## src/rtl/serial_frame_sequencer_if.sv

```systemverilog
// Word-in / bit-out port bundle for the serial frame sequencer.
// The source drives the valid word and bit tick; the sequencer returns ready, the line, and its status.
interface serial_frame_sequencer_if #(
  parameter int WIDTH = 4
);
  logic             i_vld;
  logic [WIDTH-1:0] i_dat;
  logic             o_rdy;
  logic             i_en;
  logic             o_so;
  logic             o_busy;
  logic             o_done;
  logic [1:0]       o_state;

  modport master (
    output i_vld, i_dat, i_en,
    input  o_rdy, o_so, o_busy, o_done, o_state
  );

  modport slave (
    input  i_vld, i_dat, i_en,
    output o_rdy, o_so, o_busy, o_done, o_state
  );
endinterface

```

## src/rtl/serial_frame_sequencer.sv

```systemverilog
// Serializes each accepted word as start(0), WIDTH data bits, stop(1); first SO change 1 cycle after handshake.
// Ready only in IDLE (including the DONE cycle); every bit period is held until the next i_en tick.
module serial_frame_sequencer #(
  parameter int WIDTH     = 4,
  parameter bit MSB_FIRST = 1'b1
) (
  input logic                 i_clk,
  input logic                 i_rst_n,
  serial_frame_sequencer_if.slave bus
);

  localparam int CW = $clog2(WIDTH + 1);

  typedef enum logic [1:0] {
    IDLE  = 2'b00,
    START = 2'b01,
    DATA  = 2'b10,
    STOP  = 2'b11
  } state_t;

  state_t           r_state;
  state_t           w_state_nxt;
  logic [WIDTH-1:0] r_shift;
  logic [WIDTH-1:0] w_shift_nxt;
  logic [WIDTH-1:0] w_shift_adv;
  logic [CW-1:0]    r_cnt;
  logic [CW-1:0]    w_cnt_nxt;
  logic             r_so;
  logic             w_so_nxt;
  logic             r_done;
  logic             w_done_nxt;

  // The outgoing end sits at the top for MSB-first and at bit 0 for LSB-first.
  assign w_shift_adv = MSB_FIRST ? {r_shift[WIDTH-2:0], 1'b0} : {1'b0, r_shift[WIDTH-1:1]};

  always_comb begin
    w_state_nxt = r_state;
    w_shift_nxt = r_shift;
    w_cnt_nxt   = r_cnt;
    w_done_nxt  = 1'b0;
    w_so_nxt    = 1'b1;
    case (r_state)
      IDLE: begin
        if (bus.i_vld) begin
          w_state_nxt = START;
          w_shift_nxt = bus.i_dat;
          w_cnt_nxt   = '0;
        end
      end
      START: begin
        if (bus.i_en) w_state_nxt = DATA;
      end
      DATA: begin
        if (bus.i_en) begin
          w_shift_nxt = w_shift_adv;
          w_cnt_nxt   = r_cnt + CW'(1);
          if (r_cnt == CW'(WIDTH - 1)) w_state_nxt = STOP;
        end
      end
      STOP: begin
        if (bus.i_en) begin
          w_state_nxt = IDLE;
          w_done_nxt  = 1'b1;
        end
      end
      default: w_state_nxt = IDLE;
    endcase

    // SO is registered from the next state so the line never glitches.
    case (w_state_nxt)
      START:   w_so_nxt = 1'b0;
      DATA:    w_so_nxt = MSB_FIRST ? w_shift_nxt[WIDTH-1] : w_shift_nxt[0];
      default: w_so_nxt = 1'b1;
    endcase
  end

  always_ff @(posedge i_clk or negedge i_rst_n) begin
    if (!i_rst_n) begin
      r_state <= IDLE;
      r_shift <= '0;
      r_cnt   <= '0;
      r_so    <= 1'b1;
      r_done  <= 1'b0;
    end else begin
      r_state <= w_state_nxt;
      r_shift <= w_shift_nxt;
      r_cnt   <= w_cnt_nxt;
      r_so    <= w_so_nxt;
      r_done  <= w_done_nxt;
    end
  end

  assign bus.o_rdy   = (r_state == IDLE);
  assign bus.o_busy  = (r_state != IDLE);
  assign bus.o_state = r_state;
  assign bus.o_so    = r_so;
  assign bus.o_done  = r_done;

endmodule

```

## src/flat_wrapper.sv

```systemverilog
// flat-port wrapper written by rule: the top's interface ports become plain ports
module serial_frame_sequencer_flat 
#(
  parameter int WIDTH     = 4,
  parameter bit MSB_FIRST = 1'b1
)
  (i_clk, i_rst_n, bus_i_vld, bus_i_dat, bus_i_en, bus_o_rdy, bus_o_so, bus_o_busy, bus_o_done, bus_o_state);
  serial_frame_sequencer_if #(.WIDTH(WIDTH)) bus_i ();
  input logic i_clk;
  input logic i_rst_n;
  input wire logic [$bits(bus_i.i_vld)-1:0] bus_i_vld;
  input wire logic [$bits(bus_i.i_dat)-1:0] bus_i_dat;
  input wire logic [$bits(bus_i.i_en)-1:0] bus_i_en;
  output wire logic [$bits(bus_i.o_rdy)-1:0] bus_o_rdy;
  output wire logic [$bits(bus_i.o_so)-1:0] bus_o_so;
  output wire logic [$bits(bus_i.o_busy)-1:0] bus_o_busy;
  output wire logic [$bits(bus_i.o_done)-1:0] bus_o_done;
  output wire logic [$bits(bus_i.o_state)-1:0] bus_o_state;
  assign bus_i.i_vld = bus_i_vld;
  assign bus_i.i_dat = bus_i_dat;
  assign bus_i.i_en = bus_i_en;
  assign bus_o_rdy = bus_i.o_rdy;
  assign bus_o_so = bus_i.o_so;
  assign bus_o_busy = bus_i.o_busy;
  assign bus_o_done = bus_i.o_done;
  assign bus_o_state = bus_i.o_state;
  serial_frame_sequencer #(.WIDTH(WIDTH), .MSB_FIRST(MSB_FIRST)) u_core (.i_clk(i_clk), .i_rst_n(i_rst_n), .bus(bus_i));
endmodule
```

## config.mk

```make
export PLATFORM = sky130hd
export DESIGN_NAME = serial_frame_sequencer_flat
export DESIGN_NICKNAME = d
export VERILOG_FILES = /design/src/rtl/serial_frame_sequencer_if.sv /design/src/rtl/serial_frame_sequencer.sv /design/src/flat_wrapper.sv
export SDC_FILE = /design/constraint.sdc
export NUM_CORES = 1
export LEC_CHECK = 0
export ABC_CLOCK_PERIOD_IN_PS = 3600
export CAP_MARGIN = 0
export CORE_AREA = 4 4 41 43
export CTS_BUF_LIST = sky130_fd_sc_hd__clkbuf_8 sky130_fd_sc_hd__clkbuf_16
export DETAILED_ROUTE_END_ITERATION = 10
export DIE_AREA = 0 0 45 47
export GPL_ROUTABILITY_DRIVEN = 0
export MAX_ROUTING_LAYER = met4
export PLACE_DENSITY = 0.81
export SYNTH_ARGS = -nofsm -noshare
export SYNTH_HDL_FRONTEND = slang
export SYNTH_SLANG_ARGS = --single-unit
```

## constraint.sdc

```tcl
create_clock -name i_clk -period 3.6 [get_ports i_clk]
set_clock_uncertainty 0.2 [all_clocks]
set_input_delay 0.54 -clock i_clk [delete_from_list [all_inputs] [get_ports i_clk]]
set_output_delay 0.54 -clock i_clk [all_outputs]
set_load 0.1 [all_outputs]
```

==> results of run 1 <==
## cells by family after synthesis
logic type | after synthesis
AO/OA/AOI/OAI | 13
XOR/XNOR | 1
adder cells (fa/ha/maj) | 2
buffers and inverters | 8
flip-flops | 11
multiplexers | 3
AND/OR/NAND/NOR | 12
## path summary, 6_finish.rpt
path                                        start                     to  slack (ns)  depth (start not counted)
worst max register to register    u_core.r_cnt[0]        u_core.bus.o_so        1.82                          5
worst min register to register  u_core.r_shift[0]      u_core.r_shift[0]        0.30                          1
max in group asynchronous                 i_rst_n        u_core.bus.o_so        2.40                          1
min in group asynchronous                 i_rst_n  u_core.bus.o_state[0]        0.44                          1
worst min-delay path            u_core.r_shift[0]      u_core.r_shift[0]        0.30                          1
worst max-delay path            u_core.bus.o_done             bus_o_done        1.19                          1
## routing by layer
layer,up-vias,track usage (%),part of all wire [%]
li1,207,-,-
met3,0,3.45,3.7
met1,214,14.7,44
met4,0,3.51,0
met5,-,-,0
met2,9,23.4,52
## placed cells by master, fill, tap and decap left out
cell type,Yosys,layout
and3_1,3,3
nor2_2,1,1
clkbuf_8,0,3
a211o_1,1,1
dfstp_2,1,1
clkdlybuf4s50_1,0,8
a221o_2,2,2
and4b_2,1,1
o311a_2,1,1
and3_2,1,1
o21ai_0,2,2
and3b_1,1,1
o31a_2,1,1
a21oi_2,1,1
a31oi_1,2,2
xnor2_1,1,1
a32o_1,1,1
ha_1,2,2
dfrtp_1,10,10
mux2_2,1,1
nor2b_1,1,1
a22o_2,1,1
buf_4,0,5
a21o_2,1,1
nand2_1,2,2
nor2_1,2,2
mux2i_1,2,2
inv_1,4,5
## flip-flops by register name, indices dropped and copies added, names as in the netlist
| name | cells |
|---|---|
| u_core.bus.o_state | 2 |
| u_core.bus.o_done | 1 |
| u_core.r_shift | 4 |
| u_core.r_cnt | 3 |
| u_core.bus.o_so | 1 |
## cell type report
class | instances | share of cell area (%)
sequential | 11 | 38.2
multi-input combinational | 31 | 34.7
timing repair buffer | 13 | 16.2
clock buffer | 3 | 5.70
tap | 15 | 2.59
inverter | 4 | 2.07
clock inverter | 1 | 0.518
## through the flow
step	cell area (um^2)	utilization, %	cells	setup slack, ns	hold WS (ns)
5_1_grt	724	55.7	78	1.16	0.317
2_1_floorplan	592	-	50	0.130	0.0444
4_1_cts	724	55.7	78	1.19	0.304
3_5_place_dp	679	52.2	74	1.41	0.292
3_3_place_gp	679	52.2	74	1.44	0.285
6_report	724	55.7	78	1.19	0.303
==> results.toml, run 1 <==
[cells_and_area]
drive_gt1_share_pct = 31.7
diodes = 0
multiInputGateArea_um2 = 251
regArea_um2 = 277
syn2layout_area_growth_pct = 22.4
nFillCells = 119
final_nets = 74

[logic_synthesis]
yosys_warnings = 0
yosys-top-cells-area = "dfrtp_1, buf_6, dfstp_2, ha_1, a221o_2"
yosysSeqAreaShare_pct = 46.7
synth_top_family_by_area = "compound AO/OA/AOI/OAI gates"
synth-compound-area-share_pct = 19.0
synth_top_area_cell = "dfrtp_1"
synthTopCellsByCount = "dfrtp_1, inv_1, and3_1, buf_6"
muxShareOfSynthArea_pct = 5.29
yosys.area_share.xor_xnor_pct = 1.48
synth_top_area_share_pct = 42.3
syn_nets = 60
ys_seq_elements = 11
synth_ff_type = "dfrtp_1"
yosys.area_share.simple_pct = 12.5
synthAdderAreaFrac_pct = 4.23
synth_edf_count = 0
ys_async_sr_fraction_pct = 100
yosysMostFrequentCell = "dfrtp_1"
synth_cells = 50
yosysUniqueCellTypes = 27
avgSynthCellArea_um2 = 11.8
synthesis.area_um2 = 592

[clocking]
cts_setup_buffers = 0
cts_sinks = 11
cts.repair.resized = 0
cts_tree = "yes"
cts_hold_buf = 0
clkSlewWorstSetupHoldPaths_ns = 0.05
cts_buffers = 3
clockBufferDepth = 2
ctsHtreeMaxLevel = 1
clock_latency_ns = 0.23
cts_root_buffer = "clkbuf_8"

[sta]
max_slew_margin_pct = 35.9
fmax_mhz = 416
drv_slew = 0
hold_viol = 0
finalSetupTns_ns = 0
worst_pin_slew_ns = 0.959
rsz0062_at_grt = "false"
post-route-period-util_pct = 66.8
min_period_ns = 2.41
finalSetupViolCount = 0

[global_route]
grt_overflow_total = 0
grt_max_degree = 12
grt_pass1_vias = 431
antenna_found_initial = 0
grt_pass1_wl_um = 1910
track_usage_pct = 13.2

[floorplanning]
die_y_um = 47
num_rows = 13
die_x_um = 45
initial_core_util_pct = 45.5
ioPinCount = 14
core_area_um2 = 1300
die-area_um2 = 2120

[worst_setup_path]
worst_setup_path_start_kind = "flip-flop"
cp.required_ns = 2.86
crit_type = "flip-flop to output port"
critical_path.max_stage_delay_ns = 1.12
critical-path-top-delay-family = "buffers and inverters"
cp_slowest_cell = "clkdlybuf4s50_1"
cp_num_buf_inv = 1
path_cells = "clkdlybuf4s50_1"
cp-end-kind = "output port"
crit_fanout = 1
critPathArrivalTime_ns = 1.67

[routing]
avgRoutedWirePerCell_um = 15.1
dr.pass1.iters = 3
dr.first_iter.drc_count = 4
via_count = 430
drc = 0
vias_per_cell = 5.51
routed_wl_um = 1180
route.antenna.remaining_nets = 0

[outcome]
outcome = "finished clean"

[min_path]
worstHoldPathType = "flip-flop to flip-flop"

[job]
drv_cap = 0

[placement]
place_hpwl_um = 867
port_buffers = 13
Power of run 1 is left out: the tool's default activity adds up to more than one toggle a clock period on the data nets, which glitch-free logic cannot reach.
==> inputs of run 2 (changes only) <==
--- a/config.mk
+++ b/config.mk
@@ -5,15 +5,15 @@
 export SDC_FILE = /design/constraint.sdc
 export NUM_CORES = 1
 export LEC_CHECK = 0
-export ABC_CLOCK_PERIOD_IN_PS = 3600
+export ABC_CLOCK_PERIOD_IN_PS = 1950
 export CAP_MARGIN = 0
-export CORE_AREA = 4 4 41 43
+export CORE_MARGIN = 4
+export CORE_UTILIZATION = 42
 export CTS_BUF_LIST = sky130_fd_sc_hd__clkbuf_8 sky130_fd_sc_hd__clkbuf_16
 export DETAILED_ROUTE_END_ITERATION = 10
-export DIE_AREA = 0 0 45 47
 export GPL_ROUTABILITY_DRIVEN = 0
 export MAX_ROUTING_LAYER = met4
-export PLACE_DENSITY = 0.81
+export PLACE_DENSITY = 0.8
 export SYNTH_ARGS = -nofsm -noshare
 export SYNTH_HDL_FRONTEND = slang
 export SYNTH_SLANG_ARGS = --single-unit
==> constraint.sdc (replaced) <==
create_clock -name i_clk -period 1.95 [get_ports i_clk]
set_clock_uncertainty 0.2 [all_clocks]
set_input_delay 0.2925 -clock i_clk [delete_from_list [all_inputs] [get_ports i_clk]]
set_output_delay 0.2925 -clock i_clk [all_outputs]
set_load 0.1 [all_outputs]
==> results.toml, run 2 (synthesized netlist as in run 1, its figures left out) <==
[floorplanning]
die-area_um2 = 2070
core_area_um2 = 1320
num_rows = 13
initial_core_util_pct = 44.9
ioPinCount = 14
die_y_um = 45.5
die_x_um = 45.5

[worst_setup_path]
crit_type = "flip-flop to output port"
cp_slowest_cell = "dfrtp_4"
cp.depth = 3
cp_num_buf_inv = 2
cp-end-kind = "output port"
critical-path-top-delay-family = "flip-flops"
path_cells = "nor2_4 -> buf_4 -> buf_12"
worst_setup_path_start_kind = "flip-flop"
critPathArrivalTime_ns = 1.33
crit_fanout = 11
reg2reg_slack_ns = 0.18
r2r_cells = 5
critical_path.max_stage_delay_ns = 0.55
cp.required_ns = 1.46

[sta]
min_period_ns = 1.82
post-route-period-util_pct = 93.5
fmax_mhz = 549
finalSetupTns_ns = 0
max_slew_margin_pct = 65.4
fin_ws_ns = 0.128
worst_hold_slack_ns = 0.201
worst_pin_slew_ns = 0.518
drv_slew = 0
hold_viol = 0
finalSetupViolCount = 0
rsz0062_at_grt = "false"

[cells_and_area]
syn2layout_area_growth_pct = 44.0
final_cell_mix = "dfrtp_1, clkdlybuf4s50_1, buf_12"
drive_gt1_share_pct = 42.6
layout_commonest_cell = "dfrtp_1"
final_nets = 79
top_register = "u_core.r_shift"
stdcell_area_um2 = 852
diodes = 0
regArea_um2 = 282
largest_reg_flops = 4
multiInputGateArea_um2 = 260
nFillCells = 98

[placement]
placed_area_um2 = 777
port_buffers = 13
place_hpwl_um = 870
pre_cts_ws_ns = 0.123

[clocking]
clockBufferDepth = 2
cts.repair.resized = 0
cts_root_buffer = "clkbuf_8"
cts_buffers = 3
clkSlewWorstSetupHoldPaths_ns = 0.05
ctsHtreeMaxLevel = 1
clock_latency_ns = 0.24
cts_tree = "yes"
cts_sinks = 11
cts_hold_buf = 0

[global_route]
grt_max_degree = 12
grt_overflow_total = 0
grt_pass1_vias = 403
antenna_found_initial = 0
grt_pass1_wl_um = 1790
track_usage_pct = 13.0

[routing]
route.antenna.remaining_nets = 0
dr.pass1.iters = 4
avgRoutedWirePerCell_um = 14.5
via_count = 436
vias_per_cell = 5.25
drc = 0
dr.first_iter.drc_count = 6
routed_wl_um = 1210

[job]
drv_cap = 0

[min_path]
worstHoldPathType = "input pin to async pin"

[outcome]
outcome = "finished clean"
[run 2: through the flow]
stage / instances / utilization [%]
after floorplan: 50 / -
after global placement: 75 / 59.0
after detailed placement: 75 / 59.0
after CTS: 79 / 62.4
after global routing: 83 / 64.7
final: 83 / 64.7
[run 2: path summary, 6_finish.rpt]
kind / from / to
worst min-delay path: i_rst_n / u_core.r_cnt[2]
min in group i_clk: u_core.r_shift[0] / u_core.r_shift[0]
max in group asynchronous: i_rst_n / u_core.bus.o_state[1]
worst min register to register: u_core.r_shift[0] / u_core.r_shift[0]
worst max register to register: u_core.r_cnt[0] / u_core.bus.o_so
worst max-delay path: u_core.bus.o_state[1] / bus_o_rdy
[run 2: final cells by class]
type                            count  area share [%]
Sequential cell                    11            33.0
Tap cell                           15            2.20
Multi-Input combinational cell     31            30.5
Timing Repair Buffer               18            26.7
Clock buffer                        3            4.85
Inverter                            4            2.20
Clock inverter                      1           0.441
[run 2: per-layer routing]
metal	up-vias	global-route usage, %	wire [um]
met5	-	-	0
li1	217	-	-
met3	2	6.32	66
met4	0	5.26	9
met2	13	17.8	559
met1	204	16.2	571
[run 2: worst register-to-register path, cell delays in order (launching register included)]
cell     delay, ns
dfrtp_1       0.39
ha_1          0.20
ha_1          0.20
and3_1        0.20
o311a_2       0.32
a31oi_1       0.17
[run 2: timing repair]
item	in CTS	in global routing
endpoints found under the setup margin	0	1
endpoints found under the hold margin	0	0
setup buffers	0	4
Power of run 2 is left out for the same reason.
==> edit (settings of run 2) <==
`WIDTH` is set to 4 in 3 places; all go to 8.
--- a/src/rtl/serial_frame_sequencer_if.sv
+++ b/src/rtl/serial_frame_sequencer_if.sv
@@ -1,7 +1,7 @@
 // Word-in / bit-out port bundle for the serial frame sequencer.
 // The source drives the valid word and bit tick; the sequencer returns ready, the line, and its status.
 interface serial_frame_sequencer_if #(
-  parameter int WIDTH = 4
+  parameter int WIDTH = 8
 );
   logic             i_vld;
   logic [WIDTH-1:0] i_dat;
--- a/src/rtl/serial_frame_sequencer.sv
+++ b/src/rtl/serial_frame_sequencer.sv
@@ -1,7 +1,7 @@
 // Serializes each accepted word as start(0), WIDTH data bits, stop(1); first SO change 1 cycle after handshake.
 // Ready only in IDLE (including the DONE cycle); every bit period is held until the next i_en tick.
 module serial_frame_sequencer #(
-  parameter int WIDTH     = 4,
+  parameter int WIDTH     = 8,
   parameter bit MSB_FIRST = 1'b1
 ) (
   input logic                 i_clk,
--- a/src/flat_wrapper.sv
+++ b/src/flat_wrapper.sv
@@ -1,7 +1,7 @@
 // flat-port wrapper written by rule: the top's interface ports become plain ports
 module serial_frame_sequencer_flat 
 #(
-  parameter int WIDTH     = 4,
+  parameter int WIDTH     = 8,
   parameter bit MSB_FIRST = 1'b1
 )
   (i_clk, i_rst_n, bus_i_vld, bus_i_dat, bus_i_en, bus_o_rdy, bus_o_so, bus_o_busy, bus_o_done, bus_o_state);
Interface: changed (resized bus_i_dat); port bits go from 14 to 18. The function was not compared with the original's and may differ.
==> edit against run 2 <==
  * Synthesized area grew 25%
  * Via count grew 33%
  * Core utilization grew 4.2 points
  * Maximum frequency grew 0.71%
  * Sequential cell count grew 5
  * Sequential share of layout area grew 4.2 points
  * Final area grew 29%
  * Wire length grew 23%
  * Setup slack gained 0.013 ns
  * Largest cell class unchanged
==> edit: results (changes against run 2) <==
grt met1 use 0.142 (-0.0203); first-pass GRT wire length 2500 um (+40%); max cap viols 0 (unchanged); routing usage on met3 0.0422 (-0.0211); Synth Instances 69 (+38%); Filler cells 119 (+21%); P_leak a little over 0.5 nW; Resized Gates After CTS 0 (unchanged); GR Util All Layers 0.140 (+0.0102); latest clock arrival within the worst-skew pair around 0.25 ns; Slowest-stage cell, CP dfrtp_4; compound-gate portion of the synthesized area 0.135 (-0.0554); fraction of layout cells with a size suffix above 1 0.237 (-0.190); commonest cells in the synthesized netlist 16 x nand2_1, 15 x dfrtp_1, 6 x a22oi_1; ANT nets after route 0 (unchanged); antenna violations before repair 0 (unchanged); NumNets Final 107 (+35%); largest net degree at the start of global routing 11 (-1); metal3 WL 108 um (+64%); Clock transition at path regs 0.06 ns; Max FO, Critical Path 10 (-1); Synth Area in XOR/XNOR 0.0354 (+0.0206); post-synthesis async set-or-reset flop share 1.00 (unchanged); PortBufs 17 (+4); met2 wire length 725 um (+30%); status finished clean; max reg flops 8 (+4); multiplexer share of the synthesized area 0.0152 (-0.0377); number of global-route vias before repair 596 (+48%); WL/cell 12.7 um (-13%); pre-CTS setup slack 0.00239 ns (-0.121 ns); sequential share of the synthesized area 0.541 (+0.0741); CTS H-tree lvls 1 (unchanged); largest cells by area after synthesis dfrtp_1 51%, nand2_1 8.1%, a22oi_1 6.1%; GRT met2 Usage 0.233 (+0.0543); Netlist cell types 26 (-3.7%); Syn Nets 82 (+37%); Via density 4.97 (-5.3%); Pre-Repair DR Iteration Count 4 (unchanged); synth warn 0 (unchanged); relative slew slack 0.766 (+0.112); reg2reg start u_core.r_cnt[0]; diode count 0 (unchanged); CP startpoint u_core.bus.o_state[0]; Routed WL 1480 um (+23%); crit path DAT around 1.3 ns; Critical Path Max Stage Delay 0.53 ns (-0.02 ns); DP Area 1050 sq um (+36%); CTS Root Cell clkbuf_8; most flop-heavy register u_core.r_shift; post-synthesis adder-cell area fraction 0.0169 (-0.0254); HPWL after DPL 1120 um (+29%); met1 wire length 619 um (+8.4%)
-- edit: cell families after synthesis --
logic type,count (synthesis)
AND/OR/NAND/NOR,30
flip-flops,16
AO/OA/AOI/OAI,13
buffers and inverters,5
XOR/XNOR,3
multiplexers,1
adder cells (fa/ha/maj),1
-- edit: worst reg2reg max path, delay by kind of cell, from the launching register on --
kind,cells,cell delay [ns]
AOI/OAI and AO/OA,2,0.52
adders and majority gates,1,0.23
DFF,1,0.41
and+or+nand+nor,2,0.33
-- edit: worst min path at each step --
stage / to / slack [ns] / depth (start not counted)
after floorplan: u_core.bus.o_done / -0.20 / 0
after global placement: u_core.r_shift[5] / 0.26 / 2
after detailed placement: u_core.r_shift[4] / 0.27 / 2
after CTS: u_core.r_cnt[1] / 0.12 / 1
after global routing: u_core.r_cnt[0] / 0.13 / 1
final: u_core.r_cnt[1] / 0.11 / 1
-- edit: per-stage QoR --
| step | power (mW) | hold slack [ns] |
|---|---|---|
| 2_1_floorplan | 1.42 | -0.203 |
| 3_3_place_gp | 1.81 | 0.258 |
| 3_5_place_dp | 1.84 | 0.267 |
| 5_1_grt | 2.18 | 0.133 |
| 4_1_cts | 2.10 | 0.122 |
| 6_report | 2.07 | 0.113 |
-- edit: power by group --
group / internal (mW) / switching [mW] / total, mW
sequential: 0.492 / 0.131 / 0.623
clock: 0.139 / 0.110 / 0.249
combinational: 0.484 / 0.713 / 1.20
total: 1.12 / 0.954 / 2.07
-- edit: area by class of cell --
type                    count  area (sq um)  share of cell area
clock inverters             1          3.75             0.00342
clock buffers               3          41.3              0.0376
well taps                  24          30.0              0.0273
flip-flops and latches     16           409               0.372
multi-input cells          48           315               0.287
inverters                   2          11.3              0.0103
repair buffers             23           288               0.262
